===== config.mk =====
export PLATFORM = sky130hd
export DESIGN_NAME = data_memory_lsu
export DESIGN_NICKNAME = d
export VERILOG_FILES = /design/src/rtl/mem_pkg.sv /design/src/rtl/dmem_load_align.sv /design/src/rtl/data_memory_lsu.sv
export SDC_FILE = /design/constraint.sdc
export NUM_CORES = 2
export LEC_CHECK = 0
export CAP_MARGIN = 20
export CORE_ASPECT_RATIO = 1.25
export CORE_MARGIN = 2
export CORE_UTILIZATION = 53
export DETAILED_ROUTE_END_ITERATION = 10
export HOLD_SLACK_MARGIN = 0.03
export PLACE_DENSITY = 0.73
export RECOVER_POWER = 50
export SLEW_MARGIN = 10
export SYNTH_ARGS = -nofsm -noshare
export SYNTH_HDL_FRONTEND = slang
export SYNTH_SLANG_ARGS = --single-unit

===== constraint.sdc =====
create_clock -name clk_i -period 11.4 [get_ports clk_i]
set_clock_uncertainty 0.2 [all_clocks]
set_input_delay 1.71 -clock clk_i [delete_from_list [all_inputs] [get_ports clk_i]]
set_output_delay 1.71 -clock clk_i [all_outputs]
set_load 0.01 [all_outputs]

===== src/rtl/mem_pkg.sv =====
// Shared types and RV32I load/store encodings for the byte-addressed data memory.
package mem_pkg;

  localparam logic [2:0] F3_B  = 3'b000;
  localparam logic [2:0] F3_H  = 3'b001;
  localparam logic [2:0] F3_W  = 3'b010;
  localparam logic [2:0] F3_BU = 3'b100;
  localparam logic [2:0] F3_HU = 3'b101;

  typedef enum logic [1:0] {StClear, StIdle, StWait} state_e;

  typedef logic [31:0] word_t;
  typedef logic [3:0]  be_t;

  function automatic be_t store_be(logic [2:0] size, logic [1:0] off);
    be_t be;
    case (size)
      F3_B:    be = be_t'(4'b0001 << off);
      F3_H:    be = off[1] ? 4'b1100 : 4'b0011;
      F3_W:    be = 4'b1111;
      default: be = 4'b0000;
    endcase
    return be;
  endfunction

  // Replicate the low bytes so every enabled lane sees its data at its own position.
  function automatic word_t store_lanes(logic [2:0] size, word_t wdata);
    word_t lanes;
    case (size)
      F3_B:    lanes = {4{wdata[7:0]}};
      F3_H:    lanes = {2{wdata[15:0]}};
      default: lanes = wdata;
    endcase
    return lanes;
  endfunction

endpackage


===== src/rtl/dmem_load_align.sv =====
// Lane select plus sign/zero extension of a 32-bit memory word for RV32I loads.
module dmem_load_align
  import mem_pkg::*;
(
  input  word_t      word_i,
  input  logic [1:0] off_i,
  input  logic [2:0] size_i,
  output word_t      data_o
);

  logic [7:0]  sel_b;
  logic [15:0] sel_h;

  always_comb begin
    sel_b  = word_i[{off_i, 3'b000} +: 8];
    sel_h  = off_i[1] ? word_i[31:16] : word_i[15:0];
    data_o = '0;
    case (size_i)
      F3_B:    data_o = {{24{sel_b[7]}}, sel_b};
      F3_H:    data_o = {{16{sel_h[15]}}, sel_h};
      F3_W:    data_o = word_i;
      F3_BU:   data_o = {24'b0, sel_b};
      F3_HU:   data_o = {16'b0, sel_h};
      default: data_o = '0;
    endcase
  end

endmodule


===== src/rtl/data_memory_lsu.sv =====
// Byte-addressed data memory with an RV32I load/store front end, post-reset clear
// and access-fault reporting.
module data_memory_lsu
  import mem_pkg::*;
#(
  parameter int unsigned DEPTH_WORDS    = 64,
  parameter int unsigned READ_LATENCY   = 1,
  parameter bit          CLEAR_ON_RESET = 1'b1
) (
  input  logic        clk_i,
  input  logic        rst_ni,
  input  logic        req_valid_i,
  output logic        req_ready_o,
  input  logic        req_write_i,
  input  logic [31:0] req_addr_i,
  input  logic [2:0]  req_size_i,
  input  logic [31:0] req_wdata_i,
  output logic        rsp_valid_o,
  output logic [31:0] rsp_rdata_o,
  output logic        rsp_err_o,
  output logic        init_done_o
);

  localparam int unsigned AW = $clog2(DEPTH_WORDS);

  word_t mem_q [DEPTH_WORDS];

  state_e        state_q, state_d;
  logic [AW-1:0] clr_idx_q, clr_idx_d;
  logic [1:0]    cnt_q, cnt_d;
  logic          init_done_q, init_done_d;
  logic          rsp_valid_q, rsp_valid_d;
  word_t         rsp_rdata_q, rsp_rdata_d;
  logic          rsp_err_q, rsp_err_d;
  word_t         pend_q, pend_d;

  logic [AW-1:0] word_idx;
  word_t         rd_word, load_data;
  logic          size_ok, misalign, out_of_range, req_err, accept;
  logic          clr_we, st_we;
  be_t           st_be;
  word_t         st_data;

  assign word_idx = req_addr_i[AW+1:2];
  assign rd_word  = mem_q[word_idx];
  assign st_be    = store_be(req_size_i, req_addr_i[1:0]);
  assign st_data  = store_lanes(req_size_i, req_wdata_i);

  dmem_load_align u_load_align (
    .word_i (rd_word),
    .off_i  (req_addr_i[1:0]),
    .size_i (req_size_i),
    .data_o (load_data)
  );

  always_comb begin
    size_ok = 1'b0;
    case (req_size_i)
      F3_B, F3_H, F3_W: size_ok = 1'b1;
      F3_BU, F3_HU:     size_ok = ~req_write_i;
      default:          size_ok = 1'b0;
    endcase
    misalign     = (((req_size_i == F3_H) || (req_size_i == F3_HU)) && req_addr_i[0]) ||
                   ((req_size_i == F3_W) && (req_addr_i[1:0] != 2'b00));
    out_of_range = req_addr_i[31:2] >= 30'(DEPTH_WORDS);
    req_err      = ~size_ok | misalign | out_of_range;
  end

  assign req_ready_o = (state_q == StIdle) && init_done_q;
  assign accept      = req_valid_i && req_ready_o;

  always_comb begin
    state_d     = state_q;
    clr_idx_d   = clr_idx_q;
    cnt_d       = cnt_q;
    init_done_d = init_done_q;
    rsp_valid_d = 1'b0;
    rsp_rdata_d = rsp_rdata_q;
    rsp_err_d   = rsp_err_q;
    pend_d      = pend_q;
    clr_we      = 1'b0;
    st_we       = 1'b0;

    unique case (state_q)
      StClear: begin
        clr_we = 1'b1;
        if (clr_idx_q == AW'(DEPTH_WORDS - 1)) begin
          state_d     = StIdle;
          init_done_d = 1'b1;
        end else begin
          clr_idx_d = clr_idx_q + 1'b1;
        end
      end
      StIdle: begin
        // Only reachable with init_done low when the clear sequence is disabled.
        if (!init_done_q) begin
          init_done_d = 1'b1;
        end else if (accept) begin
          if (req_err || req_write_i) begin
            st_we       = ~req_err;
            rsp_valid_d = 1'b1;
            rsp_err_d   = req_err;
            rsp_rdata_d = '0;
          end else if (READ_LATENCY == 1) begin
            rsp_valid_d = 1'b1;
            rsp_err_d   = 1'b0;
            rsp_rdata_d = load_data;
          end else begin
            pend_d  = load_data;
            cnt_d   = 2'(READ_LATENCY - 2);
            state_d = StWait;
          end
        end
      end
      StWait: begin
        if (cnt_q == 2'd0) begin
          state_d     = StIdle;
          rsp_valid_d = 1'b1;
          rsp_err_d   = 1'b0;
          rsp_rdata_d = pend_q;
        end else begin
          cnt_d = cnt_q - 1'b1;
        end
      end
      default: state_d = StIdle;
    endcase
  end

  always_ff @(posedge clk_i or negedge rst_ni) begin
    if (!rst_ni) begin
      state_q     <= CLEAR_ON_RESET ? StClear : StIdle;
      clr_idx_q   <= '0;
      cnt_q       <= '0;
      init_done_q <= 1'b0;
      rsp_valid_q <= 1'b0;
      rsp_rdata_q <= '0;
      rsp_err_q   <= 1'b0;
      pend_q      <= '0;
    end else begin
      state_q     <= state_d;
      clr_idx_q   <= clr_idx_d;
      cnt_q       <= cnt_d;
      init_done_q <= init_done_d;
      rsp_valid_q <= rsp_valid_d;
      rsp_rdata_q <= rsp_rdata_d;
      rsp_err_q   <= rsp_err_d;
      pend_q      <= pend_d;
    end
  end

  // The array has no reset; contents survive reset and are only zeroed by the clear walk.
  always_ff @(posedge clk_i) begin
    if (clr_we) begin
      mem_q[clr_idx_q] <= '0;
    end else if (st_we) begin
      for (int b = 0; b < 4; b++) begin
        if (st_be[b]) mem_q[word_idx][8*b +: 8] <= st_data[8*b +: 8];
      end
    end
  end

  assign rsp_valid_o = rsp_valid_q;
  assign rsp_rdata_o = rsp_rdata_q;
  assign rsp_err_o   = rsp_err_q;
  assign init_done_o = init_done_q;

endmodule


==> summary.txt <==
Status
  • Status: complete, but fails checks
  • Failing checks: capacitance limit, slew limit

Clocking
  • Skew-Pair Late Insertion Delay: 850 ps
  • Hold Buf Count CTS: 0
  • # resized after CTS: 0
  • CTS tree: yes
  • Clock-pin transition on the worst setup and hold timing paths: roughly 70 ps
  • CTS root buf: clkbuf_16
  • H-tree depth: 4
  • Num CTS Buffers: 177
  • Post-CTS setup buffer count: 0
  • CTS Buffer Depth: 3
  • # clock sinks: 2090

Yosys
  • Sequential fraction of the synthesis area: 0.758
  • Cell Area, Synth: 82500 µm²
  • Post-synth EDFFs: roughly 2000
  • YS warnings: 0
  • Share of the synthesized area in the top cell type: 0.745
  • Synth Flop Type: edfxtp_1
  • Synth Register Bits: 2090
  • Yosys top cell by area: edfxtp_1
  • Synth area leaders: edfxtp_1 (75%), mux4_2 (11%), mux2i_1 (2.6%)
  • Synth Area per Inst: a little under 20 µm²
  • Post-synthesis cell count: 4197
  • Unique masters post-synth: 81
  • Syn Nets: 4269
  • Ys async rst share: 0.0201

Setup path
  • Startpoint Class: primary input
  • Terminus of the critical flop-to-flop path: mem_q[38][13]
  • Required @ worst endpoint: 11240 ps
  • Reg-to-reg setup timing slack: about 2700 ps
  • Crit path DAT: 8700 ps
  • Reg2reg path depth: 9
  • Endpoint type of the worst setup path: register
  • Critical path class: in -> reg
  • RR Startpoint: state_q[0]
  • CP max FO: 64

Die
  • Vert. Die Dim: 445 µm
  • Full die area: between 150000 and 200000 µm²
  • Initial Util: 0.535
  • IO Pins: about 110
  • Core box area: roughly 150000 µm²
  • Die extent in x: 357 µm
  • Row count: between 150 and 200

Drt
  • Post-route ant nets: 0
  • Iter 0 DRT Violations: 6270
  • Wire per inst: approximately 33 µm
  • Via density per instance: 6.68
  • # DRC: 0
  • Via count: 43516
  • Detailed Route WL: 217 mm
  • TritonRoute pass-1 iters: 10

Timing
  • Setup-failing EPs final: 0
  • Relative slew slack: -1.65
  • Highest clock rate: 0.113 GHz
  • Max Slew Vio Count: 2214
  • Sum Neg Setup Slack: 0 ps
  • RSZ-0062 raised after global routing: false
  • Final Hold Vio Count: 0
  • Min Tclk post-route: 8860 ps
  • Worst Tran Pin Value: 3970 ps
  • Period utilization: 0.777

Power and ir drop
  • VDD IR max: 0.171 mV
  • PwrDens: 166 nW/µm²
  • Net load switching power: roughly 3.1 mW
  • Clock power share: 0.419
  • Reg power frac: 0.546
  • Internal: 12.0 mW
  • Power share of the combinational group: 0.034
  • Switching share of power: 0.207
  • Leak: 24.3 nW

Place
  • I/O Buffers: 106
  • Placer Congestion: 0.946
  • Post-detail-place hpwl: ~130 mm
  • Cell count after placement: 6181

Final layout
  • Layout cells sized above 1: 0.179
  • Layout area overhead: 11.0%
  • Fin cells: around 6500
  • Finished Core Util: 0.594
  • Commonest non-fill, non-tap cell in the layout: edfxtp_1
  • Nets: 4399
  • Most frequent cells in the layout: edfxtp_1 (2048), mux4_2 (400), nor2_1 (314)

GRT
  • Largest net degree at the start of global routing: 110
  • GRT Total Usage: 0.276
  • First-pass GRT wire length: 311 mm
  • Total grt overflow: 0
  • Initial antenna violation count: 5
  • Vias in the first global route: 43229

Flow run
  • Max-Cap Viols: 35

Worst hold path
  • Hold Crit Endpoint: clr_idx_q[5]
  • Worst min-delay path class: reg -> reg
  • Hold Crit Start: clr_idx_q[5]
  • Worst hold stages: 1
-- synthesized netlist by cell type (8+ instances only) --
cell and count:
a211oi_1 14, a21oi_1 116, a221oi_1 36, a22o_1 37, a22oi_1 190, a31oi_1 9
and2_1 15, and3_1 10, and4_1 8, buf_1 17, buf_2 47, buf_4 40
buf_6 33, clkbuf_1 98, dfrtp_1 42, edfxtp_1 2048, inv_1 9, mux2i_1 214
mux4_1 13, mux4_2 400, nand2_1 185, nand2b_1 11, nand3_1 53, nand4_1 14
nor2_1 318, nor2b_1 13, nor3_1 10, nor4_1 9, o21ai_0 32, o22ai_1 16
or3b_1 11
-- per-layer routing --
layer  part of all wire  global-route usage  routed length (µm)  vias up
met3               0.12              0.0707               26100      593
met4              0.060               0.138               13100        4
met1               0.35               0.363               75400    22314
met2               0.47               0.431              103000     3072
li1                   -                   -                   -    17533
met5            0.00013                   0                  28        -
-- power groups by stage --
stage	clock network [mW]	logic [mW]	registers, mW
2_1_floorplan	0	0.312	8.47
3_3_place_gp	0	0.507	8.47
3_5_place_dp	0	0.509	8.47
4_1_cts	6.40	0.511	8.30
5_1_grt	6.69	0.535	8.29
6_report	6.37	0.524	8.30
-- how the worst max path moves through the flow --
stage	from	end	depth (start not counted)
6_report	req_valid_i	mem_q[38][13]	9
5_1_grt	req_valid_i	mem_q[12][13]	9
4_1_cts	req_addr_i[0]	mem_q[10][19]	10
3_5_place_dp	req_addr_i[0]	mem_q[8][19]	10
3_3_place_gp	req_addr_i[0]	mem_q[11][24]	10
2_1_floorplan	req_addr_i[21]	mem_q[0][27]	8
-- cells by family after synthesis --
| kind of cell | share of synthesized area |
|---|---|
| XOR/XNOR | 0.000531 |
| flip-flops | 0.758 |
| buffers and inverters | 0.0189 |
| AND/OR/NAND/NOR | 0.0365 |
| multiplexers | 0.140 |
| adder cells (fa/ha/maj) | 0.000152 |
| AO/OA/AOI/OAI | 0.0460 |
-- registers in the layout (all words and copies together) (netlist names) --
register / flops
rsp_rdata_o: 32
mem_q: 2048
init_done_o: 1
rsp_err_o: 1
clr_idx_q: 6
rsp_valid_o: 1
state_q: 1
-- layout make-up --
class                      instances  area, µm²
antenna                            4       10.0
clock buffer                     207       4600
clock inverter                   121       1550
fill                           10870      62700
inverter                          11       41.3
multi-input combinational       1849      18500
sequential                      2090      62600
tap                             2037       2550
timing repair buffer             198       1760
-- metrics by stage --
step | worst slack, ps | hold WS (ps) | total power, mW | instance area, µm²
floorplan | 4230 | 276 | 8.78 | 82500
global placement | 3710 | 324 | 8.97 | 85700
detailed placement | 3560 | 313 | 8.98 | 85700
CTS | 4440 | 325 | 15.2 | 91900
global route | 2270 | 353 | 15.5 | 91600
finish | 2540 | 331 | 15.2 | 91600
-- critical path, cell delays in order --
cell and delay, ps:
dlygate4sd3_1 520, nand2_1 720, inv_1 440, nand3_1 100, or4_1 620, or2_0 1070
buf_16 510, a21oi_1 130, clkbuf_1 2740
(Power assumes the default switching activity.)
